--- config.mk ---
export PLATFORM = sky130hd
export DESIGN_NAME = rock_scheduler
export DESIGN_NICKNAME = d
export VERILOG_FILES = /design/src/rtl/rock_scheduler.sv
export SDC_FILE = /design/constraint.sdc
export NUM_CORES = 1
export LEC_CHECK = 0
export CAP_MARGIN = 5
export CORE_MARGIN = 1.5
export CORE_UTILIZATION = 36
export DETAILED_ROUTE_END_ITERATION = 16
export GPL_TIMING_DRIVEN = 0
export HOLD_SLACK_MARGIN = 0.06
export PLACE_DENSITY = 0.59
export RECOVER_POWER = 25
export SYNTH_ARGS = -nofsm -noshare
export SYNTH_HDL_FRONTEND = slang
export SYNTH_SLANG_ARGS = --single-unit
--- constraint.sdc ---
create_clock -name clk -period 2.05 [get_ports clk]
set_input_delay 0.41 -clock clk [delete_from_list [all_inputs] [get_ports clk]]
set_output_delay 0.41 -clock clk [all_outputs]
set_load 0.02 [all_outputs]
--- src/rtl/rock_scheduler.sv ---
// rock_scheduler: sequences the F/A step unit of the rocking controller.
// Converts cry level and manual button presses into one-cycle step commands,
// enforces a settle time after each command, guards F against wrap, ramps
// down after a sustained calm period and latches a fault on step-unit error.
module rock_scheduler #(
    parameter int SETTLE_CYCLES = 16,
    parameter int CALM_CYCLES   = 64,
    parameter int FMAX          = 7
) (
    input  logic       clk,
    input  logic       reset,
    input  logic       start,
    input  logic       stop,
    input  logic       cry,
    input  logic       btn_up,
    input  logic       btn_down,
    input  logic [2:0] f_val,
    input  logic [2:0] a_val,
    input  logic       step_err,
    output logic       freq_up,
    output logic       freq_down,
    output logic       amp_down,
    output logic       busy,
    output logic       done,
    output logic       fault,
    output logic [2:0] state
);

    typedef enum logic [2:0] {
        S_IDLE  = 3'd0,
        S_ROCK  = 3'd1,
        S_WAIT  = 3'd2,
        S_DONE  = 3'd3,
        S_FAULT = 3'd4
    } state_t;

    localparam logic [7:0] SETTLE_LD = 8'(SETTLE_CYCLES);
    localparam logic [7:0] CALM_LIM  = 8'(CALM_CYCLES);
    localparam logic [2:0] FMAX_V    = 3'(FMAX);

    // Calm counter never wraps: it sticks at its top value.
    function automatic logic [7:0] sat_inc8(input logic [7:0] v);
        return (v == 8'hFF) ? v : v + 8'd1;
    endfunction

    state_t     state_q, state_d;
    logic [7:0] calm_q, calm_d;
    logic [7:0] settle_q, settle_d;
    logic       up_prev_q, dn_prev_q;
    logic       freq_up_q, freq_up_d;
    logic       freq_down_q, freq_down_d;
    logic       amp_down_q, amp_down_d;

    logic       up_edge, dn_edge;
    logic [7:0] calm_inc;

    // Previous-level registers track the buttons in every state, so a level
    // held across WAIT never looks like a fresh press when ROCK resumes.
    assign up_edge  = btn_up & ~up_prev_q;
    assign dn_edge  = btn_down & ~dn_prev_q;
    assign calm_inc = sat_inc8(calm_q);

    // State, timers, edge history and registered command pulses.
    always_ff @(posedge clk or posedge reset) begin
        if (reset) begin
            state_q     <= S_IDLE;
            calm_q      <= 8'd0;
            settle_q    <= 8'd0;
            up_prev_q   <= 1'b0;
            dn_prev_q   <= 1'b0;
            freq_up_q   <= 1'b0;
            freq_down_q <= 1'b0;
            amp_down_q  <= 1'b0;
        end else begin
            state_q     <= state_d;
            calm_q      <= calm_d;
            settle_q    <= settle_d;
            up_prev_q   <= btn_up;
            dn_prev_q   <= btn_down;
            freq_up_q   <= freq_up_d;
            freq_down_q <= freq_down_d;
            amp_down_q  <= amp_down_d;
        end
    end

    // Next-state, timer and command decode; any issued command moves to WAIT.
    always_comb begin
        state_d     = state_q;
        calm_d      = calm_q;
        settle_d    = settle_q;
        freq_up_d   = 1'b0;
        freq_down_d = 1'b0;
        amp_down_d  = 1'b0;
        unique case (state_q)
            S_IDLE: begin
                calm_d = 8'd0;
                if (!stop && start) state_d = S_ROCK;
            end
            S_ROCK: begin
                if (stop) begin
                    state_d = S_IDLE;
                end else if (up_edge && dn_edge) begin
                    // Conflicting presses cancel; calm count is held this cycle.
                    state_d = S_ROCK;
                end else if (up_edge && (f_val < FMAX_V)) begin
                    freq_up_d = 1'b1;
                    state_d   = S_WAIT;
                    settle_d  = SETTLE_LD;
                end else if (dn_edge && (f_val > 3'd1)) begin
                    freq_down_d = 1'b1;
                    state_d     = S_WAIT;
                    settle_d    = SETTLE_LD;
                end else if (cry) begin
                    calm_d = 8'd0;
                    if (f_val < FMAX_V) begin
                        freq_up_d = 1'b1;
                        state_d   = S_WAIT;
                        settle_d  = SETTLE_LD;
                    end
                end else if (calm_inc >= CALM_LIM) begin
                    calm_d = 8'd0;
                    if (f_val > 3'd1) begin
                        freq_down_d = 1'b1;
                        state_d     = S_WAIT;
                        settle_d    = SETTLE_LD;
                    end else if (a_val != 3'd0) begin
                        amp_down_d = 1'b1;
                        state_d    = S_WAIT;
                        settle_d   = SETTLE_LD;
                    end else begin
                        state_d = S_DONE;
                    end
                end else begin
                    calm_d = calm_inc;
                end
            end
            S_WAIT: begin
                if (stop)                   state_d = S_IDLE;
                else if (step_err)          state_d = S_FAULT;
                else if (settle_q <= 8'd1)  state_d = S_ROCK;
                else                        settle_d = settle_q - 8'd1;
            end
            S_DONE: begin
                calm_d = 8'd0;
                if (stop)       state_d = S_IDLE;
                else if (start) state_d = S_ROCK;
            end
            S_FAULT: begin
                if (stop) state_d = S_IDLE;
            end
            default: state_d = S_IDLE;
        endcase
    end

    assign freq_up   = freq_up_q;
    assign freq_down = freq_down_q;
    assign amp_down  = amp_down_q;
    assign state     = state_q;
    assign busy      = (state_q == S_ROCK) || (state_q == S_WAIT);
    assign done      = (state_q == S_DONE);
    assign fault     = (state_q == S_FAULT);

endmodule

==> run metrics, run 1 <==
outcome=finished, violations left; failing checks=negative setup slack; clock sink count=24; Starting Density=38.6%; deepest clock path buffer count=2; register area share after synthesis=37.8%; syn_nets=203; hold_sp=btn_down; GRT Total Usage=18.1%; R2R Path Start=state[2]; crit path cell chain=or3b_4 > a311o_1 > a21o_1 > or4_1 > o21ai_1; Final #Nets=256; WS Path Type=reg2reg; area delta synth->final=43.3%; area leader, netlist=dfrtp_1; CTS root buf=clkbuf_8; cells after synthesis=186; vias per inst=5.88; gpl congestion=0.866; Synth Area per Inst=8.54 µm²; Final WS setup=-0.157 ns; Post-Route WL=4620 µm; WL per Instance=16.0 µm; Die X-Extent=69.4 µm; GRT busiest layer=met2; Chip Height=69.4 µm; initial antenna violation count=0; post-route DRC violation count=0; H-tree depth=1; critical path's top delay family=simple AND/OR/NAND/NOR gates; router iterations before antenna repair=4; max_cap viols=0; main flop type after synthesis=dfrtp_1; Least-Margin Pin Slew=0.907 ns; Fill cells=361; max incr delay on CP=0.56 ns; Post-synth EDFFs=0; Yosys top cell area share=37.8%; PortBufs=20; Slew HR=39.5%; die area=4820 µm²; first-pass GRT wire length=7220 µm; dpl ws=-0.762 ns; diodes inserted=0; Final Critical Period=2.21 ns; Clock transition at path regs=0.09 ns; synth top area cells=dfrtp_1 (38%), nand2_1 (4.3%), o21ai_0 (4.1%); worst-skew pair later-pin latency=0.27 ns; met3 Resource Use GR=4.07%; CTS tree=built; grt ovf=0; Final setup viols=6; Final ANT Viol Nets=0; Hold Fails Final Rpt=0; Buf/Inv on CP=0; placed wire-length estimate=2960 µm; #FFs+latches synth=24; grt met2 use=28.8%; Worst Hold Class=in2reg; vias in the first global route=1541; period utilisation layout=108%; share of cells above drive strength 1=27.3%; Multi-input gate area=1050 µm²; skew final=0.00668 ns; async set-reset flop share out of synthesis=100%; TritonCTS Buffers=3; Worst IR Drop VDD=0.000455 V; LEAKAGE=0.000964 µW; CP arrival=2.41 ns; met1 Use GR=24.9%; Core Rows=23; CORE AREA=4120 µm²; IO Pins=23; crit start category=flop; via count=1692; mapped cell area=1590 µm²; Power per Cell Area=1120 nW/µm²; Max Freq=453 MHz; post-synth cell types=53; Worst setup startpoint=state[2]; final setup TNS=-0.460 ns; Crit-path slowest cell=or4_1; crit-path max FO=6; yosys warns=0; Slew Viols, Final=0; largest net degree at the start of global routing=25; CP endpoint kind=flop; Hold Buf Count CTS=0; unrepaired setup endpoints after global routing=true; DR iter-0 viols=114; Critical Path RT=2.25 ns; area taken by flip-flops and latches=604 µm²
==> what timing repair did <==
action                     4_1_cts  5_1_grt
setup buffers                   15       17
cloned                           0        0
gates resized for setup         14       27
setup endpoints to repair       21       18
hold endpoints to repair         0        0
pin swaps                        0       14
==> registers in the layout, summed over array words and instances (netlist names) <==
signal	flops
calm_q	8
amp_down	1
state	3
freq_up	1
up_prev_q	1
settle_q	8
dn_prev_q	1
freq_down	1
==> final cells by class <==
class	instances	share of cell area [%]
Buffer	3	0.550
Clock buffer	4	2.42
Inverter	10	1.65
Multi-Input combinational cell	145	46.3
Sequential cell	24	26.6
Tap cell	50	2.75
Timing Repair Buffer	52	19.8
==> metrics by stage <==
step                instances  hold slack (ns)  instance area [µm²]  util [%]  total power (µW)
floorplan                 186            0.424                 1600         -              1440
global placement          256            0.502                 1860      45.2              1740
detailed placement        256            0.518                 1860      45.2              1760
CTS                       272            0.428                 2040      49.5              2220
global route              288            0.435                 2270      55.3              2720
finish                    288            0.428                 2270      55.3              2550
==> logic make-up after synthesis <==
kind of cell | synth area share (%)
simple gates | 28.1
buf+inv | 5.28
fa+ha+maj | 2.36
compound gates | 26.4
flops | 37.8
==> cell usage in the layout (no fill, tap or decap), types with 2 or more instances in the layout <==
cell type,synthesis,final
nor4b_4,0,2
o31ai_1,2,2
and3_1,2,2
or4_4,0,2
dfrtp_1,24,21
nor3_1,5,3
dlygate4sd3_1,0,2
or4_1,5,3
dfrtp_2,0,3
buf_6,2,4
o21a_1,2,2
nand3_1,9,8
clkbuf_1,3,2
nor2_1,12,12
o21bai_1,2,2
clkbuf_8,0,4
a41oi_1,3,3
nand4_1,3,3
a21oi_1,10,9
inv_1,10,10
a21o_1,4,4
dlygate4sd2_1,0,2
o21ai_1,2,4
nor3_4,0,2
and2_1,4,4
nand3b_1,2,2
buf_4,1,28
nor2b_1,4,4
ha_1,3,2
o21ai_0,13,10
a31oi_1,8,7
or2_2,2,2
nor4_1,5,5
clkdlybuf4s50_1,0,14
nand2_1,18,17
==> synthesized netlist by cell type (all sizes together), types with 2 or more instances <==
cell type   n
a21o        4
a21oi      11
a31oi       8
a41oi       3
and2        4
and3        2
buf         4
clkbuf      3
dfrtp      24
ha          3
inv        10
nand2      18
nand3       9
nand3b      2
nand4       3
nor2       12
nor2b       4
nor3        6
nor3b       2
nor4        5
nor4b       2
o21a        2
o21ai      15
o21bai      2
o31ai       3
or2         2
or4         5
==> layer usage <==
metal	vias to the layer above	part of all wire, %
met5	-	0
met4	0	1.8
met3	8	4.7
met2	55	48
met1	820	46
li1	809	-
==> where the power goes <==
| group | switching, µW | internal (µW) |
|---|---|---|
| clock network | 160 | 172 |
| registers | 97.2 | 566 |
| logic | 810 | 742 |
| total | 1070 | 1480 |
==> final timing paths <==
check	to	slack [ns]	depth (start not counted)
hold reg to reg	calm_q[5]	0.57	2
max in group asynchronous	state[2]	0.68	2
hold / removal	dn_prev_q	0.43	1
min in group asynchronous	calm_q[0]	0.76	2
setup / recovery	settle_q[1]	-0.16	5
setup reg to reg	settle_q[1]	-0.16	5
(Power assumes the default switching activity.)
==> inputs of run 2 (changes only) <==
--- a/config.mk
+++ b/config.mk
@@ -7,11 +7,11 @@
 export LEC_CHECK = 0
 export CAP_MARGIN = 5
 export CORE_MARGIN = 1.5
-export CORE_UTILIZATION = 36
+export CORE_UTILIZATION = 49
 export DETAILED_ROUTE_END_ITERATION = 16
 export GPL_TIMING_DRIVEN = 0
 export HOLD_SLACK_MARGIN = 0.06
-export PLACE_DENSITY = 0.59
+export PLACE_DENSITY = 0.76
 export RECOVER_POWER = 25
 export SYNTH_ARGS = -nofsm -noshare
 export SYNTH_HDL_FRONTEND = slang
==> run metrics, run 2 (same netlist as run 1, synthesis figures left out) <==
router iterations before antenna repair=5 (was 4); R2R Path Start=state[2] (unchanged); first-pass GRT wire length=6320 µm (was 7220 µm); final design utilization=68.6% (was 55.3%); worst-skew pair later-pin latency=0.31 ns (was 0.27 ns); GRT Total Usage=22.8% (was 18.1%); largest net degree at the start of global routing=25 (unchanged); crit path cell chain=or3b_4 > a311o_1 > a21o_1 > buf_6 > nor4b_4 > o21bai_1 (was or3b_4 > a311o_1 > a21o_1 > or4_1 > o21ai_1); Final setup viols=2 (was 6); Fill cells=242 (was 361); Critical Path RT=2.25 ns (about the same); FF-to-FF End=settle_q[5] (was settle_q[1]); highest metal used=met4 (unchanged); Slew Viols, Final=0 (unchanged); H-tree depth=1 (unchanged); vias per inst=6.08 (was 5.88); Crit-path slowest cell=or3b_4 (was or4_1); initial antenna violation count=0 (unchanged); Final #Nets=246 (was 256); Slew HR=39.1% (was 39.5%); Least-Margin Pin Slew=0.912 ns (was 0.907 ns); TritonCTS Buffers=3 (unchanged); WL per Instance=15.2 µm (was 16.0 µm); gpl congestion=0.942 (was 0.866); post-route cell area=2110 µm² (was 2270 µm²); Hold Fails Final Rpt=0 (unchanged); CTS tree=built (unchanged); Metal-1 WL=1770 µm (was 2110 µm); share of cells above drive strength 1=22.4% (was 27.3%); Clock transition at path regs=0.13 ns (was 0.09 ns); Starting Density=51.6% (was 38.6%); commonest non-fill, non-tap cell in the layout=dfrtp_1 (was buf_4); CP arrival=2.29 ns (was 2.41 ns); WS Path Type=reg2reg (unchanged); IO Pins=23 (unchanged); worst setup path endpoint=settle_q[5] (was settle_q[1]); Chip Height=59.9 µm (was 69.4 µm); CP endpoint kind=flop (unchanged); diodes inserted=0 (unchanged); Power per Cell Area=1040 nW/µm² (was 1120 nW/µm²); clock sink count=24 (unchanged); met2 WL post-DR=2000 µm (was 2200 µm); Die X-Extent=59.9 µm (was 69.4 µm); R2R setup slack=-0.04 ns (was -0.16 ns); Worst setup startpoint=state[2] (unchanged); placed wire-length estimate=2780 µm (was 2960 µm); period utilisation layout=102% (was 108%); crit start category=flop (unchanged); Min Hold Slack=0.381 ns (was 0.428 ns); Core Rows=20 (was 23); failing checks=negative setup slack (unchanged); skew final=0.00532 ns (was 0.00668 ns); max_cap viols=0 (unchanged); deepest clock path buffer count=2 (unchanged); Final ANT Viol Nets=0 (unchanged); via count=1654 (was 1692); LEAKAGE=0.000864 µW (was 0.000964 µW); final setup TNS=-0.0503 ns (was -0.460 ns); area delta synth->final=33.0% (was 43.3%); outcome=finished, violations left (unchanged); Area after DPL=1850 µm² (was 1860 µm²); Routed met3 length=295 µm (was 218 µm); CTS root buf=clkbuf_4 (was clkbuf_8); die area=3590 µm² (was 4820 µm²); Tot Pwr=2200 µW (was 2550 µW); max incr delay on CP=0.44 ns (was 0.56 ns); DR iter-0 viols=155 (was 114); Final WS setup=-0.0389 ns (was -0.157 ns); Worst Hold Class=in2reg (unchanged); Final Critical Period=2.09 ns (was 2.21 ns); Max Freq=479 MHz (was 453 MHz); CORE AREA=3080 µm² (was 4120 µm²); Worst IR Drop VDD=0.000492 V (was 0.000455 V); vias in the first global route=1425 (was 1541); grt ovf=0 (unchanged); unrepaired setup endpoints after global routing=true (unchanged); post-route DRC violation count=0 (unchanged); crit-path max FO=6 (unchanged); Post-Route WL=4130 µm (was 4620 µm); most frequent cells in the layout=dfrtp_1 (21), buf_4 (20), nand2_1 (17) (was buf_4 (28), dfrtp_1 (21), nand2_1 (17)); reg2reg path depth=6 (was 5); PortBufs=20 (unchanged)
-- run 2: cell type report --
type	count	area (µm²)	share of cell area, %
multi-input cells	145	1020	48.1
flip-flops and latches	24	604	28.6
repair buffers	42	360	17.1
well taps	44	55.1	2.61
inverters	10	37.5	1.78
clock buffers	4	26.3	1.24
plain buffers	3	12.5	0.592
-- run 2: stage by stage --
stage,instances,setup slack (ns)
6_report,272,-0.0389
5_1_grt,272,-0.151
4_1_cts,262,-0.0939
3_5_place_dp,250,-0.675
3_3_place_gp,250,-0.625
2_1_floorplan,186,-0.0741
-- run 2: how the worst min path moves through the flow --
stage / startpoint / end / slack, ns / cells past startpoint
after floorplan: reset / amp_down / 0.42 / 1
after global placement: calm_q[1] / calm_q[1] / 0.50 / 2
after detailed placement: calm_q[1] / calm_q[1] / 0.52 / 2
after CTS: btn_down / dn_prev_q / 0.36 / 1
after global routing: btn_down / dn_prev_q / 0.38 / 1
final: btn_down / dn_prev_q / 0.38 / 1
-- run 2: repair_timing --
item,CTS,global route
pin swaps,2,11
hold buffers,0,0
endpoints found under the setup margin,19,17
setup buffers,11,11
resized for setup,18,18
-- run 2: power breakdown --
part	switching, µW	internal, µW
Combinational	720	604
Clock	137	76.1
Sequential	94.0	565
Total	951	1240
-- run 2: per-layer routing --
| metal | track usage (%) | up-vias |
|---|---|---|
| li1 | - | 789 |
| met2 | 37.3 | 75 |
| met3 | 2.16 | 7 |
| met1 | 31.2 | 783 |
| met5 | 0 | - |
| met4 | 8.25 | 0 |
-- run 2: critical path: cells and delay by family, from the launching register on --
kind / cells / cell delay (ns)
flip-flops: 1 / 0.43
AO/OA/AOI/OAI: 3 / 0.70
AND/OR/NAND/NOR: 2 / 0.72
buffers and inverters: 1 / 0.14
==> inputs of run 3 (changes only) <==
==> constraint.sdc (replaced) <==
create_clock -name clk -period 2.05 [get_ports clk]
set_input_delay 0.41 -clock clk [delete_from_list [all_inputs] [get_ports clk]]
set_output_delay 0.41 -clock clk [all_outputs]
set_load 0.1 [all_outputs]
==> run metrics, run 3 (same netlist as run 1, synthesis figures left out) <==
Final Critical Period=2.22 ns (was 2.09 ns); period utilisation layout=108% (was 102%); Max Freq=451 MHz (was 479 MHz); Critical Path RT=2.28 ns (was 2.25 ns); CTS root buf=clkbuf_4 (unchanged); max_cap viols=0 (unchanged); CP endpoint kind=flop (unchanged); Final #Nets=252 (was 246); Clock transition at path regs=0.14 ns (was 0.13 ns); Slew Viols, Final=0 (unchanged); first-pass GRT wire length=7220 µm (was 6320 µm); Clock Power Share=8.9% (was 9.7%); max incr delay on CP=0.50 ns (was 0.44 ns); final design utilization=75.4% (was 68.6%); WS Path Type=reg2reg (unchanged); internal cell power=1500 µW (was 1240 µW); Slew HR=35.9% (was 39.1%); WL per Instance=18.1 µm (was 15.2 µm); Fill cells=214 (was 242); Power per Cell Area=1270 nW/µm² (was 1040 nW/µm²); unrepaired setup endpoints after global routing=true (unchanged); Comb pwr share=68.3% (was 60.3%); hold_sp=step_err (was btn_down); skew final=0.00529 ns (was 0.00532 ns); crit start category=flop (unchanged); Die X-Extent=59.9 µm (unchanged); crit path cell chain=buf_6 > or3b_4 > a311o_1 > a21o_1 > buf_4 > nor4b_4 > o21bai_1 (was or3b_4 > a311o_1 > a21o_1 > buf_6 > nor4b_4 > o21bai_1); Worst Hold Class=in2reg (unchanged); initial antenna violation count=0 (unchanged); Core Rows=20 (unchanged); Buf/Inv on CP=2 (was 1); Hold Fails Final Rpt=0 (unchanged); H-tree depth=1 (unchanged); Final WS setup=-0.169 ns (was -0.0389 ns); Crit-path slowest cell=dfrtp_4 (was or3b_4); most frequent cells in the layout=buf_4 (22), dfrtp_1 (21), nand2_1 (15) (was dfrtp_1 (21), buf_4 (20), nand2_1 (17)); gpl congestion=0.901 (was 0.942); via count=1790 (was 1654); failing checks=negative setup slack (unchanged); Least-Margin Pin Slew=0.965 ns (was 0.912 ns); Final ANT Viol Nets=0 (unchanged); vias in the first global route=1577 (was 1425); GRT Total Usage=26.9% (was 22.8%); CP arrival=2.45 ns (was 2.29 ns); R2R Path Start=state[1] (was state[2]); grt ovf=0 (unchanged); DR iter-0 viols=153 (was 155); Area after DPL=1880 µm² (was 1850 µm²); Post-Route WL=5040 µm (was 4130 µm); Switching Share=49.1% (was 43.3%); dpl ws=-0.675 ns (about the same); CORE AREA=3080 µm² (unchanged); R2R setup slack=-0.17 ns (was -0.04 ns); vias per inst=6.44 (was 6.08); TritonCTS Buffers=3 (unchanged); area delta synth->final=46.1% (was 33.0%); diodes inserted=0 (unchanged); LEAKAGE=0.000938 µW (was 0.000864 µW); CTS tree=built (unchanged); Chip Height=59.9 µm (unchanged); outcome=finished, violations left (unchanged); worst-skew pair later-pin latency=0.33 ns (was 0.31 ns); IO Pins=23 (unchanged); Starting Density=51.6% (unchanged); Final setup viols=13 (was 2); Sw Pwr=1440 µW (was 951 µW); PortBufs=20 (unchanged); commonest non-fill, non-tap cell in the layout=buf_4 (was dfrtp_1); Worst IR Drop VDD=0.000550 V (was 0.000492 V); crit-path max FO=8 (was 6); largest net degree at the start of global routing=25 (unchanged); Worst setup startpoint=state[1] (was state[2]); router iterations before antenna repair=5 (unchanged); deepest clock path buffer count=2 (unchanged); share of cells above drive strength 1=29.1% (was 22.4%); die area=3590 µm² (unchanged); critical path's top delay family=simple AND/OR/NAND/NOR gates (unchanged); post-route cell area=2320 µm² (was 2110 µm²); post-route DRC violation count=0 (unchanged); Flop pwr share=22.8% (was 30.0%); placed wire-length estimate=2890 µm (was 2780 µm); clock sink count=24 (unchanged)
-- run 3: cell count changes in the layout (fill, tap and decap cells not counted), sizes merged --
cell / before / now
buf: 23 / 31
clkbuf: 8 / 7
dlygate4sd2: 2 / 5
clkinvlp: 0 / 1
inv: 10 / 9
clkdlybuf4s15: 0 / 1
clkdlybuf4s50: 14 / 9
-- run 3: worst reg2reg max path, delay by kind of cell, from the launching register on --
kind | cells | cell delay, ns
compound gates | 3 | 0.66
buf+inv | 2 | 0.30
flops | 1 | 0.50
simple gates | 2 | 0.67
-- run 3: layer usage --
layer	vias to the layer above	share of wire (%)	wire length, µm	GRT usage, %
met3	24	9.6	485	3.90
met2	124	47	2350	42.2
li1	798	-	-	-
met4	0	3.8	189	10.8
met5	-	0	0	0
met1	844	40	2010	37.1
-- run 3: path summary, 6_finish.rpt --
path	depth (start not counted)	endpoint
max in group asynchronous	2	state[0]
min in group asynchronous	2	settle_q[4]
max	7	settle_q[5]
min	3	state[2]
max reg2reg	7	settle_q[5]
min reg2reg	2	calm_q[1]
-- run 3: stage by stage --
step	cells	setup TNS (ns)	power (µW)	hold slack (ns)
after floorplan	186	-1.68	1770	0.425
after global placement	250	-8.57	2050	0.495
after detailed placement	250	-9.78	2090	0.529
after CTS	268	-1.40	2610	0.516
after global routing	278	-2.27	3070	0.592
final	278	-1.41	2940	0.542
-- run 3: power groups by stage --
| stage | Clock (µW) | Combinational (µW) | Sequential, µW |
|---|---|---|---|
| 2_1_floorplan | 0 | 934 | 837 |
| 3_3_place_gp | 0 | 1390 | 663 |
| 3_5_place_dp | 0 | 1420 | 668 |
| 4_1_cts | 263 | 1690 | 660 |
| 5_1_grt | 279 | 2110 | 682 |
| 6_report | 262 | 2010 | 669 |
-- run 3: layout make-up --
cell class                 count  area (µm²)  share of cell area, %
inverter                      10        41.3                   1.78
timing repair buffer          45         435                   18.8
buffer                         6        46.3                   2.00
sequential                    24         612                   26.4
tap                           44        55.1                   2.37
multi-input combinational    145        1090                   47.1
clock buffer                   4        36.3                   1.56
-- run 3: repair_timing --
action / in CTS / in global routing
gates resized for setup: 47 / 21
endpoints found under the setup margin: 27 / 22
hold buffers: 0 / 0
setup buffers: 15 / 10
pin swaps: 8 / 11
